## config.mk

```make
export PLATFORM = sky130hd
export DESIGN_NAME = vote_session_ctrl
export DESIGN_NICKNAME = d
export VERILOG_FILES = /design/src/rtl/vote_session_ctrl_pkg.sv /design/src/rtl/vote_session_ctrl_tally_bank.sv /design/src/rtl/vote_session_ctrl.sv
export SDC_FILE = /design/constraint.sdc
export NUM_CORES = 1
export LEC_CHECK = 0
export CAP_MARGIN = 25
export CORE_ASPECT_RATIO = 2
export CORE_MARGIN = 2
export CORE_UTILIZATION = 61
export DETAILED_ROUTE_END_ITERATION = 16
export PLACE_DENSITY = 0.95
export SLEW_MARGIN = 20
export SYNTH_ARGS = -nofsm -noshare
export SYNTH_HDL_FRONTEND = slang
export SYNTH_HIERARCHICAL = 1
export SYNTH_SLANG_ARGS = --single-unit
export TNS_END_PERCENT = 50
```

## constraint.sdc

```tcl
create_clock -name clk -period 4.9 [get_ports clk]
set_input_delay 0.98 -clock clk [delete_from_list [all_inputs] [get_ports clk]]
set_output_delay 0.98 -clock clk [all_outputs]
set_load 0.02 [all_outputs]
```

## src/rtl/vote_session_ctrl_pkg.sv

```systemverilog
// vote_session_ctrl_pkg: shared state enum, sizes and helpers for the vote session controller
package vote_session_ctrl_pkg;
  localparam int NUM_CAND = 4;
  localparam int ID_W = 4;
  typedef enum logic [2:0] {IDLE, CHECK, RESULT, VOTE, COMMIT} state_t;
  function automatic logic is_onehot(input logic [NUM_CAND-1:0] v);
    return (v != '0) && ((v & (v - NUM_CAND'(1))) == '0);
  endfunction
endpackage

```

## src/rtl/vote_session_ctrl_tally_bank.sv

```systemverilog
// vote_tally_bank: four saturating per-candidate tallies with one-hot increment and readout mux
module vote_tally_bank
  import vote_session_ctrl_pkg::*;
#(
  parameter int TALLY_W = 8
) (
  input  logic                clk,
  input  logic                reset,
  input  logic                inc,
  input  logic [NUM_CAND-1:0] sel,
  input  logic [1:0]          rd_sel,
  output logic [TALLY_W-1:0]  q
);
  logic [TALLY_W-1:0] tally [NUM_CAND];
  // count one vote for the selected candidate, holding at full scale
  always_ff @(posedge clk)
    for (int i = 0; i < NUM_CAND; i++)
      if (reset) tally[i] <= '0;
      else if (inc && sel[i] && tally[i] != '1) tally[i] <= tally[i] + TALLY_W'(1);
  assign q = tally[rd_sel];
endmodule

```

## src/rtl/vote_session_ctrl.sv

```systemverilog
// vote_session_ctrl: voter session FSM driving an external ID checker and a tally bank
module vote_session_ctrl
  import vote_session_ctrl_pkg::*;
#(
  parameter int TIMEOUT_CYCLES = 1000,
  parameter int TALLY_W = 8
) (
  input  logic                clk,
  input  logic                reset,
  input  logic                poll_open,
  input  logic                id_load,
  input  logic [ID_W-1:0]     id_in,
  input  logic [NUM_CAND-1:0] vote_btn,
  output logic [ID_W-1:0]     chk_id,
  output logic                chk_check,
  output logic                chk_mark_done,
  input  logic                chk_id_valid,
  input  logic                chk_id_used,
  output logic                busy,
  output logic                accepted,
  output logic                rejected,
  output logic                timed_out,
  input  logic [1:0]          tally_sel,
  output logic [TALLY_W-1:0]  tally_q
);
  localparam logic [15:0] LAST = 16'(TIMEOUT_CYCLES - 1);
  state_t state;
  logic [15:0] timer;
  logic btn_ok, inc;
  assign btn_ok = is_onehot(vote_btn);
  assign inc = (state == VOTE) && btn_ok;
  assign busy = state != IDLE;
  // session sequencing; strobes and status pulses are registered and last one cycle
  always_ff @(posedge clk)
    if (reset) begin
      state <= IDLE;
      chk_id <= '0;
      timer <= '0;
      chk_check <= 1'b0;
      chk_mark_done <= 1'b0;
      accepted <= 1'b0;
      rejected <= 1'b0;
      timed_out <= 1'b0;
    end else begin
      chk_check <= 1'b0;
      chk_mark_done <= 1'b0;
      accepted <= 1'b0;
      rejected <= 1'b0;
      timed_out <= 1'b0;
      case (state)
        IDLE: if (id_load && poll_open) begin
          chk_id <= id_in;
          chk_check <= 1'b1;
          state <= CHECK;
        end
        CHECK: state <= RESULT;
        RESULT: if (chk_id_valid && !chk_id_used) begin
          timer <= '0;
          state <= VOTE;
        end else begin
          rejected <= 1'b1;
          state <= IDLE;
        end
        VOTE: if (btn_ok) begin
          accepted <= 1'b1;
          chk_mark_done <= 1'b1;
          state <= COMMIT;
        end else if (timer == LAST) begin
          timed_out <= 1'b1;
          state <= IDLE;
        end else timer <= timer + 16'd1;
        COMMIT: state <= IDLE;
        default: state <= IDLE;
      endcase
    end
  vote_tally_bank #(.TALLY_W(TALLY_W)) u_bank (
    .clk(clk), .reset(reset), .inc(inc), .sel(vote_btn), .rd_sel(tally_sel), .q(tally_q)
  );
endmodule

```

==> run_results.csv, run 1 <==
group,metric,value,unit
yosys,ys_seq_elements,59,
yosys,syn_inst,330,
clock_tree,cts_tree,"done",
run_status,outcome,"complete, no violations",
clock_tree,post_cts.repair.setup_buffers,0,
yosys,ys_seq_area_frac,0.450,
critical_path,cp-start-kind,"input port",
yosys,yosysUniqueCellTypes,59,
timing,setup_violations,0,
cells_and_area,fillers,375,
route,first_pass_iters,5,
clock_tree,ctsHoldBuffers,0,
route,drtAntennaViolNets,0,
route,via_per_inst,6.66,
cells_and_area,multi_input_area,0.00171,mm²
cells_and_area,antenna_cells,0,
job,cap_violations,0,
yosys,synthTopCellsByArea,"edfxtp_1 (29%), dfxtp_1 (16%), a21oi_1 (4.8%)",
timing,fmax,257,MHz
clock_tree,cts.path.max_buffers,2,
floorplan,start_util,0.622,
critical_path,worstPathRequired,3920,ps
clock_tree,clkSinkCount,59,
clock_tree,clkLatencyLatePin,330,ps
yosys,synthFlopType,"edfxtp_1",
route,routed-via-count,2858,
worst_hold_path,hp-class,"register to register",
yosys,yosysWarnings,6,
power,peakVddDrop,225,µV
timing,drv_slew,0,
critical_path,cp-end-kind,"primary output",
route,wl_per_cell,18.5,µm
global_route,grt_max_degree,26,
placed_design,dp.final_hpwl,5.99,mm
yosys,synth_top_area_share,0.288,
global_route,grt_pass1_vias,2786,
critical_path,critPathMaxFanout,8,
power,power.density,277,mW/mm²
floorplan,fp.dieH,109,µm
placed_design,place_congestion,0.910,
timing,hold_viol,0,
global_route,grt.total_usage,0.267,
placed_design,port_buffers,33,
yosys,syn_area,0.00334,mm²
route,drtIter0Drc,191,
clock_tree,cts_max_level,3,
global_route,grt_first_pass_wirelength,12.6,mm
clock_tree,cts.clk_slew.worst_paths,60,ps
timing,fin_crit_sh,0.795,
yosys,async_flop_share,0,
floorplan,boundaryPins,34,
yosys,syn_nets,351,
timing,min_period,3890,ps
critical_path,crit_arrival,2910,ps
timing,rsz0062_at_grt,"false",
cells_and_area,area_growth,15.7,%
timing,skew,4.06,ps
floorplan,die_w,56.3,µm
floorplan,dieArea,0.00612,mm²
clock_tree,cts_buffers,9,
route,drc,0,
timing,maxSlewHeadroom,0.345,
clock_tree,cts-root-buf,"clkbuf_8",
route,totalWireLength,7.93,mm
floorplan,rows,38,
clock_tree,postCtsResizedCells,0,
yosys,syn_avg_cell_area,10.1,µm²
floorplan,core,0.00537,mm²
timing,setup_tns,0,ps
cells_and_area,drive_gt1_frac,0.100,
global_route,overflow,0,
yosys,synth_top_area_cell,"edfxtp_1",
power,p_leak,1.28,nW
global_route,antenna_found_initial,0,
cells_and_area,final_nets,385,
power,finalPower,1.07,mW
critical_path,critPathKind,"input port to primary output",
cells_and_area,seqCellArea,0.00150,mm²
yosys,synth_edf_count,32,
timing,tightest_slew,983,ps
==> layout make-up <==
type,count,area share
multi-input cells,247,0.442
flip-flops and latches,59,0.389
repair buffers,33,0.0855
clock buffers,15,0.0486
well taps,60,0.0194
inverters,14,0.0143
clock inverters,1,0.00130
==> cells in the mapped netlist (6+ instances only) <==
library cell   n
or4_1         10
nand3_1       16
nand4_1       12
o31ai_1        9
inv_1         13
dfxtp_1       27
nand2_1       28
xnor2_1        7
or3_1          9
edfxtp_1      32
o211ai_1       6
mux4_2         7
a21oi_1       32
o21ai_0       11
nor2_1        23
==> flip-flops by register name, summed over array words and instances (netlist names) <==
signal and flops:
chk_check 1, timed_out 1, rejected 1, chk_id 4
timer 16, u_bank/tally 32, state 3, accepted 1
==> worst max-delay path, cell delays in order <==
cell	delay [ps]
clkdlybuf4s50_1	780
mux4_1	610
clkdlybuf4s50_1	550
==> worst paths after layout <==
kind | startpoint | to | slack [ps] | depth (start not counted)
max | tally_sel[0] | tally_q[2] | 1010 | 3
min | chk_id[0] | chk_id[0] | 450 | 2
min reg2reg | chk_id[0] | chk_id[0] | 450 | 2
max reg2reg | timer[0] | timer[13] | 2490 | 6
==> layer usage <==
| metal | routed length [µm] | global-route usage | vias up |
|---|---|---|---|
| met3 | 340 | 0.0451 | 25 |
| met1 | 2700 | 0.264 | 1371 |
| met2 | 4620 | 0.512 | 115 |
| met5 | 0 | 0 | - |
| met4 | 265 | 0.150 | 0 |
| li1 | - | - | 1347 |
==> placed cells by master (no fill, tap or decap), types with 4 or more instances in the layout <==
| cell | n |
|---|---|
| a21oi_1 | 32 |
| clkbuf_8 | 11 |
| clkdlybuf4s50_1 | 33 |
| dfxtp_1 | 27 |
| edfxtp_1 | 32 |
| ha_1 | 5 |
| inv_1 | 13 |
| mux4_2 | 7 |
| nand2_1 | 28 |
| nand2b_1 | 5 |
| nand3_1 | 16 |
| nand3b_1 | 5 |
| nand4_1 | 12 |
| nor2_1 | 23 |
| nor3_1 | 5 |
| o211ai_1 | 6 |
| o21ai_0 | 11 |
| o21bai_1 | 4 |
| o31ai_1 | 9 |
| or3_1 | 9 |
| or4_1 | 10 |
| xnor2_1 | 7 |
==> kinds of logic (layout without fill, tap and decap cells) <==
kind of cell,count (synthesis),after routing,share of synthesized area
mux,11,11,0.0648
compound gates,81,81,0.163
buf+inv,24,63,0.0390
xor+xnor,11,11,0.0311
simple gates,139,139,0.234
flops,59,59,0.450
fa+ha+maj,5,5,0.0187
==> where the power goes <==
group	leakage [nW]	total (mW)	switching [mW]	internal [mW]
Clock	0.0989	0.419	0.177	0.242
Combinational	0.632	0.101	0.0521	0.0487
Sequential	0.549	0.551	0.0182	0.533
==> through the flow <==
stage	utilization	setup WS, ps	cells	hold slack [ps]	instance area (µm²)
after floorplan	-	2040	330	452	3340
after global placement	0.683	1050	413	442	3670
after detailed placement	0.683	998	413	448	3670
after CTS	0.719	995	429	457	3860
after global routing	0.719	927	429	473	3860
final	0.719	1010	429	454	3860
Power figures use the tool's default switching activity.
==> inputs of run 2 (changes only) <==
CORE_UTILIZATION = 57   (was 61)
PLACE_DENSITY = 0.92   (was 0.95)
clock period = 3.6 ns   (was 4.9 ns; I/O delays follow)
==> run 2 against run 1 <==
Net effect: clock skew is 1.7 ps higher; combinational power grew 37%; clock power grew 87%; count of clock-buffer cells in the layout shrank 5; cell count rose by 0.70%; register-to-register slack lost 1300 ps; final area grew 2.7%; critical path type unchanged; largest cell class unchanged.
==> run_results.csv, run 2 (synthesis gave the netlist of run 1 again) <==
group,metric,value,unit
route,totalWireLength,8.03,mm
route,via_per_inst,6.69,
clock_tree,cts.clk_slew.worst_paths,50,ps
power,swShare,0.238,
global_route,grt_first_pass_wirelength,13.2,mm
clock_tree,clkSinkCount,59,
critical_path,critPathMaxFanout,8,
route,drtAntennaViolNets,0,
placed_design,place_congestion,0.892,
timing,drv_slew,0,
clock_tree,ctsHoldBuffers,0,
clock_tree,cts_tree,"done",
clock_tree,clkLatencyLatePin,330,ps
floorplan,start_util,0.585,
clock_tree,cts_max_level,3,
placed_design,dp.final_hpwl,5.68,mm
clock_tree,cts_buffers,9,
cells_and_area,area_growth,18.8,%
cells_and_area,fillers,413,
timing,setup_tns,0,ps
route,drc,0,
power,power.density,422,mW/mm²
clock_tree,cts.path.max_buffers,2,
timing,rsz0062_at_grt,"false",
route,routed-via-count,2891,
route,wl_per_cell,18.6,µm
critical_path,worstPathRequired,2880,ps
clock_tree,postCtsResizedCells,0,
floorplan,rows,39,
timing,hold_viol,0,
cells_and_area,antenna_cells,0,
placed_design,port_buffers,33,
global_route,overflow,0,
global_route,grt_max_degree,26,
timing,tightest_slew,1020,ps
critical_path,crit_start,"tally_sel[0]",
timing,fmax,299,MHz
cells_and_area,seqCellArea,0.00150,mm²
cells_and_area,multi_input_area,0.00171,mm²
timing,maxSlewHeadroom,0.322,
critical_path,cp-end-kind,"primary output",
worst_hold_path,min-delay-start,"chk_id[3]",
floorplan,boundaryPins,34,
floorplan,fp.dieH,112,µm
floorplan,dieArea,0.00652,mm²
timing,setup_violations,0,
route,first_pass_iters,5,
power,power_frac_comb,0.082,
clock_tree,cts-root-buf,"clkbuf_16",
critical_path,crit_arrival,2620,ps
global_route,grt_pass1_vias,2830,
power,seqPwrFrac,0.449,
cells_and_area,largest_reg_flops,32,
cells_and_area,regMostFlops,"u_bank/tally",
route,drtIter0Drc,220,
floorplan,die_w,58.1,µm
power,p_leak,1.32,nW
floorplan,core,0.00571,mm²
cells_and_area,drive_gt1_frac,0.113,
cells_and_area,layout_commonest_cell,"clkdlybuf4s50_1",
clock_tree,post_cts.repair.setup_buffers,0,
placed_design,place_ws,254,ps
critical_path,critPathKind,"input port to primary output",
power,pwr-share-clk,0.469,
critical_path,r2r-start,"timer[0]",
timing,fin_crit_sh,0.928,
timing,min_period,3340,ps
run_status,outcome,"complete, no violations",
power,peakVddDrop,487,µV
critical_path,cp-start-kind,"input port",
worst_hold_path,hp-class,"register to register",
cells_and_area,top_regs,"u_bank/tally x32, timer x16, chk_id x4",
power,p_switching,397,µW
timing,setup_ws,260,ps
global_route,antenna_found_initial,0,
power,finalPower,1.67,mW
timing,skew,5.74,ps
cells_and_area,final_cell_mix,"clkdlybuf4s50_1 (33), a21oi_1 (32), edfxtp_1 (32)",
global_route,grt.total_usage,0.270,
cells_and_area,final_nets,387,
power,intPower,1.27,mW
job,cap_violations,0,
-- run 2: cell count changes in the layout (fill, tap and decap cells not counted) --
cell        delta
clkinv_4       +1
clkinvlp_4     +3
clkbuf_8      -10
buf_4          +2
clkbuf_1       -3
clkbuf_16      +8
clkinv_2       +1
-- run 2: worst paths after layout --
path	to	slack (ps)	depth (start not counted)
worst max-delay path	tally_q[2]	260	3
worst min-delay path	chk_id[3]	460	2
worst max register to register	timer[13]	1150	6
worst min register to register	chk_id[3]	460	2
-- run 2: power groups by stage --
stage	sequential, mW	clock (mW)	combinational (mW)
CTS	0.749	0.798	0.137
floorplan	0.757	0	0.0793
finish	0.750	0.784	0.138
global placement	0.762	0	0.132
global route	0.752	0.828	0.147
detailed placement	0.763	0	0.136
-- run 2: cell type report --
class,count,area share
clock buffers,10,0.0603
inverters,14,0.0139
multi-input cells,247,0.431
repair buffers,35,0.0871
clock inverters,6,0.0104
well taps,61,0.0192
flip-flops and latches,59,0.379
-- run 2: layer usage --
layer | vias up | global-route usage | part of all wire
met3 | 38 | 0.0714 | 0.039
li1 | 1356 | - | -
met1 | 1402 | 0.252 | 0.34
met4 | 0 | 0.181 | 0.051
met5 | - | 0 | 0
met2 | 95 | 0.487 | 0.57
-- run 2: per-stage QoR --
step	hold slack, ps	util	instance area (µm²)	std cells
after floorplan	452	-	3340	330
after global placement	443	0.646	3690	416
after detailed placement	446	0.646	3690	416
after CTS	458	0.695	3970	432
after global routing	477	0.695	3970	432
final	462	0.695	3970	432
-- run 2: worst max-delay path: stages --
cell,delay (ps)
clkdlybuf4s50_1,750
mux4_1,600
clkdlybuf4s50_1,550
==> inputs of run 3 (changes only) <==
ABC_AREA = 1   (was not set)
CORE_UTILIZATION = 58   (was 57)
==> run 3 against run 2 <==
Net effect: final area up 9.1%; sequential power up 0.9%; die area increased by 7.8%; via count rose by 18%; worst setup slack improved by 27 ps; count of clock-buffer cells in the layout increased by 3; wire length grew 1.2%; critical path depth increased by 2; sequential share of layout area down 3.2 points; maximum frequency up 0.81%; cell count grew 48%; area after synthesis is 10% higher.
==> run_results.csv, run 3 <==
group,metric,value,unit
floorplan,rows,41,
timing,min_period,3310,ps
global_route,grt_first_pass_wirelength,13.6,mm
yosys,synthTopCellsByArea,"edfxtp_1 (26%), dfxtp_1 (15%), nand2_1 (13%)",
route,first_pass_iters,5,
route,dr_wl_met2,3.95,mm
cells_and_area,final_cell_area,0.00433,mm²
critical_path,r2r_cells,8,
cells_and_area,top_regs,"u_bank/tally x32, timer x16, chk_id x4",
yosys,synth_top_family_by_area,"simple AND/OR/NAND/NOR gates",
placed_design,place_congestion,0.870,
critical_path,cpMostUsedCell,"clkdlybuf4s50_1",
cells_and_area,regMostFlops,"u_bank/tally",
yosys,synth-simple-area-share,0.342,
route,routed-via-count,3420,
timing,fmax,302,MHz
timing,maxSlewHeadroom,0.674,
yosys,yosysWarnings,6,
yosys,synth_mux_area_frac,0,
timing,tightest_slew,488,ps
critical_path,path_cells,"clkdlybuf4s50_1 > inv_2 > o21ai_0 > o22ai_1 > clkdlybuf4s50_1",
yosys,syn_avg_cell_area,7.20,µm²
global_route,overflow,0,
clock_tree,clkLatencyLatePin,330,ps
yosys,syn_nets,532,
power,p_leak,1.65,nW
cells_and_area,area_growth,17.7,%
cells_and_area,final_cell_mix,"nand2_1 (131), nor2_1 (91), inv_1 (58)",
clock_tree,cts.path.max_buffers,2,
power,power.density,400,mW/mm²
floorplan,fp.dieH,117,µm
placed_design,dp.cells,622,
yosys,yosys-top-cells-count,"nand2_1 (131), nor2_1 (91), inv_1 (58), edfxtp_1 (32), o21ai_0 (30)",
worst_hold_path,hold_depth,2,
critical_path,crit_arrival,2590,ps
route,drtAntennaViolNets,0,
clock_tree,cts_tree,"done",
yosys,synth_top_area_share,0.261,
yosys,synth_top_area_cell,"edfxtp_1",
critical_path,critPathMaxFanout,17,
clock_tree,postCtsResizedCells,0,
yosys,async_flop_share,0,
critical_path,critical_path.top_delay_family,"buffers and inverters",
cells_and_area,final_cells,638,
route,drc,0,
clock_tree,cts_buffers,9,
critical_path,r2r_setup_slack,1500,ps
timing,fin_crit_sh,0.920,
critical_path,critPathKind,"input port to primary output",
yosys,syn_inst,511,
yosys,ys_seq_elements,59,
cells_and_area,final_nets,568,
cells_and_area,largest_reg_flops,32,
clock_tree,ctsHoldBuffers,0,
route,totalWireLength,8.13,mm
timing,rsz0062_at_grt,"false",
placed_design,dp.final_hpwl,5.79,mm
clock_tree,post_cts.repair.setup_buffers,0,
cells_and_area,antenna_cells,0,
route,met1_length,3.45,mm
run_status,outcome,"complete, no violations",
critical_path,slowest_stage,"clkdlybuf4s50_1",
yosys,ys_seq_area_frac,0.408,
worst_hold_path,min-delay-start,"chk_id[0]",
power,finalPower,1.73,mW
timing,setup_tns,0,ps
worst_hold_path,hold_end,"chk_id[0]",
timing,setup_violations,0,
critical_path,cp-end-kind,"primary output",
floorplan,boundaryPins,34,
clock_tree,cts_max_level,3,
floorplan,start_util,0.593,
timing,drv_slew,0,
clock_tree,clkSinkCount,59,
global_route,grt.total_usage,0.258,
placed_design,port_buffers,33,
job,cap_violations,0,
route,dr_wl_met3,506,µm
critical_path,cp-start-kind,"input port",
route,drtIter0Drc,203,
global_route,grt_pass1_vias,2997,
cells_and_area,drive_gt1_frac,0.0906,
route,via_per_inst,5.36,
power,peakVddDrop,352,µV
floorplan,dieArea,0.00703,mm²
route,highest_layer,"met4",
critical_path,crit_buf_inv,3,
yosys,yosysMostFrequentCell,"nand2_1",
timing,finalHoldWorstSlack,439,ps
yosys,synth_compound_area_frac,0.116,
yosys,yosysUniqueCellTypes,32,
critical_path,r2r_end,"u_bank/tally[3][2]",
worst_hold_path,hp-class,"register to register",
clock_tree,cts-root-buf,"clkbuf_16",
yosys,synth_edf_count,32,
yosys,synthFlopType,"edfxtp_1",
floorplan,die_w,60.3,µm
placed_design,dpl-instance-area,0.00405,mm²
global_route,antenna_found_initial,0,
floorplan,core,0.00621,mm²
yosys,synth_xor_area_frac,0.0286,
global_route,grt_max_degree,20,
cells_and_area,fillers,470,
critical_path,cpPeakStageDelay,650,ps
critical_path,r2r-start,"state[1]",
timing,hold_viol,0,
timing,skew,7.97,ps
cells_and_area,layout_commonest_cell,"nand2_1",
yosys,synth_fa_ha_area_frac,0.0170,
route,wl_per_cell,12.7,µm
critical_path,worstPathRequired,2880,ps
yosys,syn_area,0.00368,mm²
clock_tree,cts.clk_slew.worst_paths,50,ps
-- run 3: cell count changes after synthesis, moves of 10 or more --
| cell | delta |
|---|---|
| a21oi_1 | -10 |
| a21oi_2 | +11 |
| inv_1 | +45 |
| nand2_1 | +103 |
| nor2_1 | +68 |
| o21ai_0 | +19 |
| or4_1 | -10 |
-- run 3: cell families (layout without fill, tap and decap cells) --
logic type,Yosys count,count (layout)
AO/OA/AOI/OAI,74,74
XOR/XNOR,12,12
adder cells (fa/ha/maj),5,5
buffers and inverters,75,116
flip-flops,59,59
AND/OR/NAND/NOR,286,286
-- run 3: metrics by stage --
step / util / setup slack (ps)
4_1_cts: 0.697 / 305
2_1_floorplan: - / 1550
5_1_grt: 0.697 / 136
3_5_place_dp: 0.652 / 309
6_report: 0.697 / 287
3_3_place_gp: 0.652 / 341
-- run 3: how the worst max path moves through the flow --
stage,from,end,slack (ps),cells past startpoint
after global routing,tally_sel[0],tally_q[1],140,5
after floorplan,tally_sel[0],tally_q[4],1550,4
after detailed placement,tally_sel[0],tally_q[7],310,5
after CTS,tally_sel[0],tally_q[7],300,5
after global placement,tally_sel[0],tally_q[7],340,5
final,tally_sel[0],tally_q[7],290,5
-- run 3: per-layer routing --
metal  vias to the layer above  GRT usage
li1                       1739          -
met1                      1536      0.336
met2                       128      0.396
met3                        17     0.0509
met4                         0      0.142
met5                         -          0
-- run 3: area by class of cell --
type / count / area (µm²) / share of cell area
clock inverter: 3 / 38.8 / 0.00896
timing repair buffer: 34 / 338 / 0.0781
tap: 86 / 108 / 0.0249
multi-input combinational: 377 / 1850 / 0.428
sequential: 59 / 1500 / 0.347
inverter: 66 / 248 / 0.0572
clock buffer: 13 / 240 / 0.0555
-- run 3: worst reg2reg max path, stage by stage, from the launching register on --
cell and delay (ps):
dfxtp_1 380, nand3_2 260, inv_2 230, nand3_2 200, inv_1 160, nand2_1 70
inv_1 140, nand2_1 70, nand2_1 260
-- run 3: report_power, final --
| part | switching [mW] | internal [mW] | total, mW |
|---|---|---|---|
| Combinational | 0.0977 | 0.0703 | 0.168 |
| Sequential | 0.0250 | 0.732 | 0.757 |
| Clock | 0.277 | 0.531 | 0.808 |
